$ cat src/rtl/buscador_sar.sv
// Successive-approximation searcher: drives a trial value into a magnitude
// comparator and converges MSB-first on the hidden operand, exiting early on equality.
module buscador_sar #(
  parameter int WIDTH = 4
) (
  input  logic             clk,
  input  logic             rst,
  input  logic             start,
  input  logic             menor,
  input  logic             igual,
  input  logic             mayor,
  output logic [WIDTH-1:0] prueba,
  output logic             busy,
  output logic             done,
  output logic [WIDTH-1:0] resultado,
  output logic             error
);

  localparam int              IW      = (WIDTH > 1) ? $clog2(WIDTH) : 1;
  localparam logic [WIDTH-1:0] ONE_W  = WIDTH'(1'b1);
  localparam logic [IW-1:0]    MSB_IDX = IW'(WIDTH - 1);

  typedef enum logic [1:0] {
    ST_IDLE  = 2'd0,
    ST_PROBE = 2'd1,
    ST_DONE  = 2'd2
  } estado_t;

  estado_t          estado_r, estado_s;
  logic [IW-1:0]    idx_r, idx_s;
  logic [WIDTH-1:0] prueba_r, prueba_s;
  logic [WIDTH-1:0] resultado_r, resultado_s;
  logic             error_r, error_s;
  logic             busy_r, busy_s;
  logic             done_r, done_s;
  logic [WIDTH-1:0] bit_s, kept_s;
  logic             flags_ok_s;

  // A healthy comparator asserts exactly one of its three flags.
  function automatic logic es_onehot(input logic a, input logic b, input logic c);
    return (a ^ b ^ c) & ~(a & b & c);
  endfunction

  // State register
  always_ff @(posedge clk or posedge rst) begin
    if (rst) begin
      estado_r <= ST_IDLE;
    end else begin
      estado_r <= estado_s;
    end
  end

  // Next-state logic
  always_comb begin
    flags_ok_s = es_onehot(menor, igual, mayor);
    estado_s   = estado_r;
    case (estado_r)
      ST_IDLE: begin
        if (start) estado_s = ST_PROBE;
        else       estado_s = ST_IDLE;
      end
      ST_PROBE: begin
        if (!flags_ok_s || igual || (idx_r == {IW{1'b0}})) estado_s = ST_DONE;
        else                                               estado_s = ST_PROBE;
      end
      ST_DONE: estado_s = ST_IDLE;
      default: estado_s = ST_IDLE;
    endcase
  end

  // Output / datapath next values; prueba keeps its last trial once the search ends
  always_comb begin
    idx_s       = idx_r;
    prueba_s    = prueba_r;
    resultado_s = resultado_r;
    error_s     = error_r;
    bit_s       = ONE_W << idx_r;
    kept_s      = mayor ? prueba_r : (prueba_r & ~bit_s);
    case (estado_r)
      ST_IDLE: begin
        if (start) begin
          idx_s       = MSB_IDX;
          prueba_s    = ONE_W << MSB_IDX;
          resultado_s = {WIDTH{1'b0}};
          error_s     = 1'b0;
        end else begin
          idx_s = idx_r;
        end
      end
      ST_PROBE: begin
        if (!flags_ok_s) begin
          error_s     = 1'b1;
          resultado_s = {WIDTH{1'b0}};
        end else if (igual) begin
          resultado_s = prueba_r;
        end else if (idx_r == {IW{1'b0}}) begin
          resultado_s = kept_s;
        end else begin
          idx_s    = idx_r - IW'(1);
          prueba_s = kept_s | (ONE_W << (idx_r - IW'(1)));
        end
      end
      ST_DONE: idx_s = MSB_IDX;
      default: idx_s = MSB_IDX;
    endcase
    busy_s = (estado_s == ST_PROBE);
    done_s = (estado_s == ST_DONE);
  end

  // Datapath and output registers
  always_ff @(posedge clk or posedge rst) begin
    if (rst) begin
      idx_r       <= MSB_IDX;
      prueba_r    <= {WIDTH{1'b0}};
      resultado_r <= {WIDTH{1'b0}};
      error_r     <= 1'b0;
      busy_r      <= 1'b0;
      done_r      <= 1'b0;
    end else begin
      idx_r       <= idx_s;
      prueba_r    <= prueba_s;
      resultado_r <= resultado_s;
      error_r     <= error_s;
      busy_r      <= busy_s;
      done_r      <= done_s;
    end
  end

  assign prueba    = prueba_r;
  assign busy      = busy_r;
  assign done      = done_r;
  assign resultado = resultado_r;
  assign error     = error_r;

endmodule

$ cat config.mk
export PLATFORM = sky130hd
export DESIGN_NAME = buscador_sar
export DESIGN_NICKNAME = d
export VERILOG_FILES = /design/src/rtl/buscador_sar.sv
export SDC_FILE = /design/constraint.sdc
export NUM_CORES = 1
export LEC_CHECK = 0
export ABC_AREA = 0
export CAP_MARGIN = 20
export CORE_MARGIN = 2
export CORE_UTILIZATION = 50
export CTS_BUF_LIST = sky130_fd_sc_hd__clkbuf_2 sky130_fd_sc_hd__clkbuf_4 sky130_fd_sc_hd__clkbuf_8
export DETAILED_ROUTE_END_ITERATION = 6
export GPL_TIMING_DRIVEN = 0
export HOLD_SLACK_MARGIN = 0.05
export PLACE_DENSITY = 0.79
export RECOVER_POWER = 50
export SLEW_MARGIN = 20
export SYNTH_ARGS = -nofsm -noshare
export SYNTH_HDL_FRONTEND = slang
export SYNTH_SLANG_ARGS = --single-unit
$ cat constraint.sdc
create_clock -name clk -period 3.2 [get_ports clk]
set_clock_uncertainty 0.05 [all_clocks]
set_input_delay 0.96 -clock clk [delete_from_list [all_inputs] [get_ports clk]]
set_output_delay 0.96 -clock clk [all_outputs]
set_load 0.01 [all_outputs]
==> results.yml <==
run_status:
  status: "completed"
grt:
  antenna_found_initial: 0
  grt_remaining_overflow: 0
  grt_max_degree: 16
  grt_pass1_vias: 576
  grt_usage_pct: 19.4
  grt_pass1_wl_um: 2600
final_layout:
  syn2layout_area_growth_pct: 27.5
  final_net_count: 107
  final_cell_area_um2: 976
  drive_gt1_share_pct: 13.7
  instances_no_fill: 111
  diodes: 0
logic_synthesis:
  ys_types: 26
  ys_ff_latch: 15
  ys_top_cells_by_area: "dfrtp_1 42%, ha_1 8.2%, dfstp_2 6.9%"
  synth_nets: 86
  postSynthCellCount: 75
  netlist_area_um2: 766
  synth_top_area_share_pct: 42.5
  seq_area_frac_synth_pct: 49.3
  yosys_warnings: 0
  yosysTopAreaCell: "dfrtp_1"
  synth_area_per_cell_um2: 10.2
critical_path:
  slowest_delay_ns: 0.60
  critPathRequiredTime_ns: 3.32
  rr_endpoint: "resultado[1]"
  critPathSlowestCell: "dlygate4sd3_1"
  critical_path_class: "primary input to flip-flop"
  cp-start-kind: "primary input"
  crit_chain: "dlygate4sd3_1 > ha_1 > nor2b_1 > o211ai_2 > o211ai_1 > a22o_1"
  r2r_cells: 6
  worst_ep_arrival_time_ns: 2.78
  r2r_slack_ns: 1.25
  path_max_fanout: 4
  reg2reg_from: "idx_r[0]"
  crit_start: "igual"
  crit_end: "resultado[1]"
  cp-end-kind: "flip-flop"
clock_tree:
  path_clk_slew_ns: 0.09
  cts_tree: "yes"
  cts_buffer_depth: 2
  numClockSinks: 15
  cts-buffers-inserted: 3
  h-tree-depth: 1
  cts.root.buffer_cell: "clkbuf_4"
  postCtsSetupRepairBufs: 0
  clock_latency_ns: 0.28
  cts_hold_buf: 0
  ctsResizeCount: 0
placement:
  gp_congestion: 0.843
  io_buffers: 16
  placed_area_um2: 946
  hpwlAfterDp_um: 1220
  dp_cells: 107
pwr:
  ir_worst_vdd_v: 0.000448
  power_density_nw_per_um2: 538
  leakagePower_nw: 0.466
sta:
  worst_slew_pin_slew_ns: 0.550
  max_clock_freq_ghz: 0.375
  setup_viol: 0
  final_hold_viol_count: 0
  fin_crit_ns: 2.66
  period_share_pct: 83.2
  slew_viol_final: 0
  slew_headroom_pct: 63.3
  setup_tns_ns: 0
  grt_setup_unrepaired: "no"
routing:
  dr.pass1.iters: 4
  post_drt_wl_per_cell_um: 13.8
  drtAntennaViolNets: 0
  drt_iter0_markers: 13
  wirelength_um: 1530
  drc: 0
  drt-vias-per-instance: 5.55
  vias: 616
floorplan:
  fp.coreArea_um2: 1470
  die_width_um: 43.1
  die_h_um: 43.1
  dieArea_um2: 1860
  ios: 17
  initial_utilization_pct: 52.0
  num_rows: 14
run:
  cap_violations: 0
min_path:
  hold_path_class: "flip-flop to flip-flop"
## synth_stat cells
cell	count
o2111a_1	1
nor3_1	2
ha_1	5
o31ai_1	1
nand2b_1	2
o211ai_1	1
a22o_1	2
buf_2	1
nor3b_2	1
dfstp_2	2
o32a_1	1
nand2_1	5
dfrtp_1	13
nand3_1	1
o211ai_2	1
o21ai_1	4
nor2_1	8
mux2i_1	1
a32o_1	2
a21oi_1	9
nor2_2	2
a32oi_1	1
nor3_4	1
inv_1	6
inv_2	1
nor2b_1	1
## power breakdown
group	internal [mW]	total [mW]	switching [mW]	leakage [nW]
sequential	0.222	0.243	0.0209	0.192
combinational	0.0750	0.167	0.0917	0.256
clock	0.0569	0.116	0.0586	0.0184
## layout by cell type, fill, tap and decap left out, drive strengths merged, types with 2 or more instances in the layout
cell / instances
nand2b: 2
nor2: 10
clkdlybuf4s50: 10
nand2: 5
dlygate4sd3: 6
o211ai: 2
clkbuf: 4
a32o: 2
nor3: 3
ha: 5
dfstp: 2
o21ai: 4
a21oi: 9
a22o: 2
inv: 7
dfrtp: 13
## metrics by stage
stage	setup WS, ns	util [%]	hold WS [ns]	total power [mW]
4_1_cts	0.640	66.3	0.450	0.532
3_3_place_gp	0.362	64.3	0.427	0.411
3_5_place_dp	0.337	64.3	0.430	0.417
2_1_floorplan	0.999	-	0.412	0.343
6_report	0.537	66.3	0.444	0.525
5_1_grt	0.450	66.3	0.472	0.563
## kinds of logic (layout without fill, tap and decap cells)
logic type	Yosys count	in the layout	synth area share [%]
AO/OA/AOI/OAI	23	23	20.9
AND/OR/NAND/NOR	23	23	16.2
flip-flops	15	15	49.3
buffers and inverters	8	28	4.08
adder cells (fa/ha/maj)	5	5	8.17
multiplexers	1	1	1.31
## worst max-delay path: cells and delay by family
kind / cells / cell delay (ns)
simple gates: 1 / 0.18
fa+ha+maj: 1 / 0.34
buf+inv: 1 / 0.60
compound gates: 3 / 0.70
## flip-flops by register name, summed over array words and instances, names as in the netlist
signal and count:
prueba 4, resultado 4, estado_r 2, idx_r 2, busy 1, done 1, error 1
## final cells by class
cell class | count | area [um^2]
buffer | 1 | 5.00
clock buffer | 4 | 30.0
fill | 123 | 495
inverter | 7 | 26.3
multi-input combinational | 52 | 357
sequential | 15 | 378
tap | 16 | 20.0
timing repair buffer | 16 | 160
## how the worst min path moves through the flow
stage	startpoint	to	slack, ns	depth (start not counted)
6_report	resultado[3]	resultado[3]	0.44	1
5_1_grt	resultado[2]	resultado[2]	0.47	1
4_1_cts	resultado[3]	resultado[3]	0.45	1
3_5_place_dp	resultado[3]	resultado[3]	0.43	1
3_3_place_gp	resultado[0]	resultado[0]	0.43	1
2_1_floorplan	estado_r[1]	busy	0.41	1
## per-layer routing
layer	vias up	track usage (%)	share of wire [%]
met5	-	0	0
met4	0	9.09	3.1
met3	8	7.23	6.1
met2	18	29.9	47
met1	282	23.9	44
li1	308	-	-
(Power assumes the default switching activity.)
